`src/rtl/tdm_demux.sv`:
```
// TDM receive demux: frame-sync locked slot counter steers samples into staging, full frames commit atomically.
// Latency: every output is registered and updates on the edge that samples the input; a frame commits on its last-slot edge.
// Backpressure: none. Accepts one sample per cycle whenever din_valid is high; idle cycles freeze all state.
module tdm_demux #(
    parameter int NUM_CH = 4,
    parameter int WIDTH  = 8
) (
    input  logic                      clk,
    input  logic                      rst,
    input  logic [WIDTH-1:0]          din,
    input  logic                      din_valid,
    input  logic                      frame_sync,
    output logic [NUM_CH*WIDTH-1:0]   frame_out,
    output logic                      frame_valid,
    output logic                      locked,
    output logic [$clog2(NUM_CH)-1:0] slot,
    output logic                      sync_err
);

    localparam int SW = $clog2(NUM_CH);
    localparam int FW = NUM_CH * WIDTH;
    localparam logic [SW-1:0] SLOT_FIRST = SW'(1);
    localparam logic [SW-1:0] SLOT_LAST  = SW'(NUM_CH - 1);

    typedef enum logic {
        HUNT    = 1'b0,
        RECEIVE = 1'b1
    } state_t;

    state_t          state, state_nxt;
    logic [SW-1:0]   slot_nxt;
    logic [FW-1:0]   staging, staging_nxt;
    logic [FW-1:0]   frame_out_nxt;
    logic            frame_valid_nxt;
    logic            sync_err_nxt;

    always_ff @(posedge clk or posedge rst) begin
        if (rst) begin
            state       <= HUNT;
            slot        <= '0;
            staging     <= '0;
            frame_out   <= '0;
            frame_valid <= 1'b0;
            sync_err    <= 1'b0;
            locked      <= 1'b0;
        end else begin
            state       <= state_nxt;
            slot        <= slot_nxt;
            staging     <= staging_nxt;
            frame_out   <= frame_out_nxt;
            frame_valid <= frame_valid_nxt;
            sync_err    <= sync_err_nxt;
            locked      <= (state_nxt == RECEIVE);
        end
    end

    always_comb begin
        state_nxt       = state;
        slot_nxt        = slot;
        staging_nxt     = staging;
        frame_out_nxt   = frame_out;
        frame_valid_nxt = 1'b0;
        sync_err_nxt    = 1'b0;

        if (din_valid) begin
            unique case (state)
                HUNT: begin
                    if (frame_sync) begin
                        staging_nxt[WIDTH-1:0] = din;
                        slot_nxt               = SLOT_FIRST;
                        state_nxt              = RECEIVE;
                    end
                end

                RECEIVE: begin
                    if (frame_sync) begin
                        // A sync mid-frame abandons the partial frame but still starts a new one.
                        sync_err_nxt           = (slot != '0);
                        staging_nxt[WIDTH-1:0] = din;
                        slot_nxt               = SLOT_FIRST;
                    end else if (slot == '0) begin
                        sync_err_nxt = 1'b1;
                        slot_nxt     = '0;
                        state_nxt    = HUNT;
                    end else begin
                        staging_nxt[int'(slot)*WIDTH +: WIDTH] = din;
                        if (slot == SLOT_LAST) begin
                            // Last slot bypasses staging so the commit happens on this same edge.
                            frame_out_nxt                                = staging;
                            frame_out_nxt[(NUM_CH-1)*WIDTH +: WIDTH]     = din;
                            frame_valid_nxt                              = 1'b1;
                            slot_nxt                                     = '0;
                        end else begin
                            slot_nxt = slot + SW'(1);
                        end
                    end
                end

                default: begin
                    state_nxt = HUNT;
                    slot_nxt  = '0;
                end
            endcase
        end
    end

endmodule
```
`config.mk`:
```
export PLATFORM = sky130hd
export DESIGN_NAME = tdm_demux
export DESIGN_NICKNAME = d
export VERILOG_FILES = /design/src/rtl/tdm_demux.sv
export SDC_FILE = /design/constraint.sdc
export NUM_CORES = 1
export LEC_CHECK = 0
export ABC_CLOCK_PERIOD_IN_PS = 3200
export CAP_MARGIN = 20
export CORE_MARGIN = 1.5
export CORE_UTILIZATION = 52
export CTS_CLUSTER_DIAMETER = 150
export DETAILED_ROUTE_END_ITERATION = 8
export PLACE_DENSITY = 0.79
export SLEW_MARGIN = 30
export SYNTH_ARGS = -nofsm -noshare
export SYNTH_HDL_FRONTEND = slang
export SYNTH_SLANG_ARGS = --single-unit
export TNS_END_PERCENT = 50
```
`constraint.sdc`:
```
create_clock -name clk -period 3.2 [get_ports clk]
set_clock_uncertainty 0.05 [all_clocks]
set_input_delay 0.32 -clock clk [delete_from_list [all_inputs] [get_ports clk]]
set_output_delay 0.32 -clock clk [all_outputs]
set_load 0.02 [all_outputs]
```
==> results.cfg, run 1 <==
[run_status]
status = complete, no violations

[setup_path]
slowest_stage = buf_4
slowest_delay_ns = 0.43
required_ns = 3.36
cp.arrival_ns = 2.71
start_kind = register
crit_top_cell = buf_4
path_class = register to register
critPathMaxFanout = 23
critPathTopFamily = buffers and inverters
cp-end-kind = register
crit_chain = buf_4 > inv_1 > ha_1 > buf_4 > inv_1 > ha_1 > nand4_4 > buf_4 > mux2_2
path_buf_inv = 5
reg2reg_slack_ns = 0.66

[die]
die_w_um = 76.22
num_rows = 26
io_pins = 49
fp.dieH_um = 76.22
start_util_pct = 54.24
die_area_mm2 = 0.005809
coreArea_mm2 = 0.005140

[grt]
grt_max_degree = 25
overflow = 0
grt_pass1_wl_um = 9108
grt_pass1_vias = 1740
antenna_found_initial = 0
track_usage_pct = 20.93

[finish]
area_growth_pct = 26.08
drive_gt1_share_pct = 31.56
layout.cells.non_filler = 314
nets = 261
finish.instance_area_mm2 = 0.003515
diodes = 0

[detailed_routing]
drtIter0Drc = 56
wirelength_um = 5330
route.detailed.drc = 0
ant_nets = 0
dr.pass1.iters = 6
dr_total_vias = 1666
vias_per_cell = 5.306
wl_per_cell_um = 16.97

[cts]
cts.htree.levels = 3
root_buffer = clkbuf_8
cts.sinks = 61
clk_path_buf_depth = 2
cts_tree = built
cts_resized = 0
cts_buffers = 9
postCtsHoldBufs = 0
clock_latency_ns = 0.33
clk_pin_slew_ns = 0.06
cts_setup_buffers = 0

[sta]
rsz0062_at_grt = false
slew_violations = 0
slew_headroom_pct = 61.27
setup_viol = 0
setup_tns_ns = 0
final_hold_viol_count = 0
period_minus_slack_ns = 2.542
post-route-period-util_pct = 79.43
tightest_slew_ns = 0.5791
fmax_mhz = 393.4

[yosys]
syn_area_mm2 = 0.002788
ys_warn_count = 0
async_flop_share_pct = 100.0
syn_area_per_cell_um2 = 14.83
synth_area_leaders = dfrtp_1, mux2_4, mux2_2, ha_1, and4b_1
yosysSeqAreaShare_pct = 54.76
synth.most_common_cell = dfrtp_1
synth_cells = 188
synth_common_cells = dfrtp_1, mux2_4, mux2_2, inv_1, and4b_1
ys.flop_type = dfrtp_1
synth_cell_type_count = 24
synth_seq_cells = 61
synth_top_area_share_pct = 54.76
synth_edf_count = 0
synthesis.nets = 208
synth_area_leader_cell = dfrtp_1

[hold_path]
hold_class = input pin to async pin

[place]
io_buffers = 48
place_area_mm2 = 0.003331
gp_congestion = 0.8145
numPlacedInstances = 300
post-dp-hpwl_um = 3760

[power_and_ir_drop]
ir_drop_uv = 452.6
leakage_nw = 1.733
power.density_mw_per_mm2 = 798.9

[run]
drv_cap = 0
==> final timing paths <==
| check | from | to | cells after the start |
|---|---|---|---|
| worst max-delay path | slot[0] | frame_out[26] | 9 |
| worst min-delay path | rst | frame_out[4] | 2 |
| worst max register to register | slot[0] | frame_out[26] | 9 |
| worst min register to register | staging[9] | frame_out[9] | 1 |
| max in group asynchronous | rst | staging[20] | 3 |
| min in group clk | staging[9] | frame_out[9] | 1 |
==> metrics by stage <==
stage	hold slack (ns)	worst slack (ns)	utilization [%]	total power, mW
final	0.2003	0.6584	68.38	2.808
after detailed placement	0.4401	0.6476	64.80	2.202
after CTS	0.1987	0.6359	68.38	2.844
after global placement	0.4396	0.7156	64.80	2.166
after floorplan	0.3808	0.6964	-	1.778
after global routing	0.2241	0.5185	68.38	2.966
==> area by class of cell <==
class	instances	area, µm²
clock buffer	13	178.9
inverter	14	52.55
multi-input combinational	101	1139
sequential	61	1526
clock inverter	1	5.005
tap	70	87.58
fill	408	1625
timing repair buffer	54	525.5
==> state kept, by name (all words and copies together) (netlist names) <==
signal,cells
frame_out,32
frame_valid,1
slot,2
staging,24
state,1
sync_err,1
==> per-layer routing <==
layer / GRT usage, % / vias up / share of wire [%]
li1: - / 784 / -
met1: 27.05 / 829 / 47
met3: 6.467 / 7 / 4.1
met5: 0 / - / 0
met2: 33.04 / 46 / 48
met4: 8.333 / 0 / 1.5
==> power by group <==
| group | leakage (nW) | switching [mW] | internal, mW |
|---|---|---|---|
| registers | 0.803 | 0.135 | 0.996 |
| logic | 0.832 | 0.469 | 0.580 |
| clock network | 0.0974 | 0.272 | 0.356 |
| total | 1.73 | 0.877 | 1.93 |
==> layout by cell type (no fill, tap or decap), types with 2 or more instances in the layout <==
| master | instances |
|---|---|
| o31ai_1 | 8 |
| and4bb_2 | 7 |
| ha_1 | 8 |
| mux2_4 | 30 |
| and4_1 | 2 |
| dfrtp_1 | 61 |
| buf_4 | 6 |
| nand3_1 | 8 |
| clkbuf_8 | 13 |
| mux2_2 | 18 |
| inv_1 | 13 |
| clkdlybuf4s50_1 | 48 |
| and4b_1 | 9 |
==> logic make-up (layout without fill, tap and decap cells) <==
group           count (synthesis)  in the layout  synth area share, %
fa+ha+maj                       8              8                3.591
buf+inv                        26             82                4.399
simple gates                   32             32                10.32
mux                            48             48                23.43
compound gates                 13             13                3.501
flops                          61             61                54.76
No activity file was read; power rests on OpenSTA's default activity.
==> run 2, diff against run 1 <==
Settings changed: ABC_CLOCK_PERIOD_IN_PS 3200 to 2400.
Clock period 3.2 ns to 2.4 ns, I/O delays scaled along.
==> run 2 against run 1 <==
  * Register-to-register slack got worse by 0.38 ns
  * Design area is 2.3% higher
  * Critical path type unchanged
  * First-iteration DRC count rose by 57%
  * Cell count increased by 0.64%
==> results.cfg, run 2 (synthesized netlist as in run 1, its figures left out) <==
[run_status]
status = complete, no violations

[sta]
post-route-period-util_pct = 88.41
whs_ns = 0.2033
slew_headroom_pct = 65.91
final_hold_viol_count = 0
rsz0062_at_grt = false
fmax_mhz = 471.3
slew_violations = 0
setup_viol = 0
tightest_slew_ns = 0.5107
setup_tns_ns = 0
period_minus_slack_ns = 2.122

[detailed_routing]
dr_wl_met3_um = 239
dr.pass1.iters = 4
top_layer = met4
vias_per_cell = 5.358
drtIter0Drc = 88
dr_total_vias = 1693
met2_length_um = 2635
wirelength_um = 5366
ant_nets = 0
wl_per_cell_um = 16.98
drt-met1-wl_um = 2417
route.detailed.drc = 0

[grt]
grt_pass1_vias = 1728
overflow = 0
antenna_found_initial = 0
grt_pass1_wl_um = 8769
track_usage_pct = 19.90
grt_max_degree = 39

[hold_path]
hold_class = input pin to async pin

[cts]
cts.sinks = 61
cts_buffers = 9
cts.htree.levels = 3
cts_tree = built
postCtsHoldBufs = 0
root_buffer = clkbuf_8
cts_setup_buffers = 0
clock_latency_ns = 0.34
cts_resized = 0
clk_path_buf_depth = 2
clk_pin_slew_ns = 0.07

[finish]
final_cell_mix = dfrtp_1, clkdlybuf4s50_1, mux2_4
drive_gt1_share_pct = 31.71
largest_reg_flops = 32
top_register = frame_out
area_growth_pct = 29.04
nets = 261
mostFrequentLayoutCell = dfrtp_1
reg_top3 = frame_out (32), staging (24), slot (2)
diodes = 0

[place]
gp_congestion = 0.7499
io_buffers = 48
post-dp-hpwl_um = 3728

[die]
die_w_um = 76.22
start_util_pct = 54.24
io_pins = 49
coreArea_mm2 = 0.005140
num_rows = 26
die_area_mm2 = 0.005809
fp.dieH_um = 76.22

[setup_path]
reg2reg_slack_ns = 0.28
required_ns = 2.56
reg2reg_to = frame_out[20]
critPathMaxFanout = 20
reg2reg_depth = 7
r2r-start = slot[1]
start_kind = register
cp-end-kind = register
path_class = register to register
cp.arrival_ns = 2.29

[power_and_ir_drop]
leakage_nw = 1.766
power.density_mw_per_mm2 = 1114
p_total_mw = 4.008
ir_drop_uv = 602.4

[run]
drv_cap = 0
run 2: cell count changes in the layout (fill, tap and decap cells not counted):
cell and change:
buf_12 +2, buf_4 -2, bufinv_16 +3, clkbuf_1 +2, clkbuf_8 -3, dfrtp_1 -1, dfrtp_2 +1
run 2: power breakdown:
group	switching (mW)	internal, mW	total (mW)
clock network	0.372	0.717	1.09
registers	0.186	1.33	1.51
logic	0.628	0.776	1.40
run 2: worst max-delay path: stages, from the launching register on:
cell and delay, ns:
dfrtp_1 0.42, inv_1 0.12, ha_1 0.21, inv_1 0.06, ha_1 0.21, nand4_4 0.32, buf_12 0.30, mux2_4 0.31
run 2: layout make-up:
cell class	count	area, µm²
fillers	402	1543
flip-flops and latches	61	1528
multi-input cells	101	1139
repair buffers	54	550.5
clock buffers	12	145.1
clock inverters	4	95.09
well taps	70	87.58
inverters	14	52.55
run 2: how the worst max path moves through the flow:
stage | start | depth (start not counted) | end | slack [ns]
after CTS | slot[1] | 7 | frame_out[20] | 0.27
after floorplan | slot[0] | 9 | staging[16] | 0.07
after detailed placement | slot[1] | 7 | frame_out[20] | 0.27
final | slot[1] | 7 | frame_out[20] | 0.28
after global placement | slot[1] | 7 | frame_out[22] | 0.32
after global routing | slot[1] | 7 | frame_out[13] | 0.19
run 2: through the flow:
| stage | util, % | setup WS [ns] | cell area (µm²) | std cells |
|---|---|---|---|---|
| floorplan | - | 0.06703 | 2790 | 188 |
| global placement | 65.31 | 0.3239 | 3357 | 300 |
| detailed placement | 65.31 | 0.2708 | 3357 | 300 |
| CTS | 69.99 | 0.2660 | 3597 | 316 |
| global route | 69.99 | 0.1872 | 3597 | 316 |
| finish | 69.99 | 0.2782 | 3597 | 316 |
run 2: layer usage:
layer	up-vias	track usage (%)
li1	784	-
met1	854	26.06
met2	48	31.61
met3	7	4.311
met4	0	9.444
met5	-	0
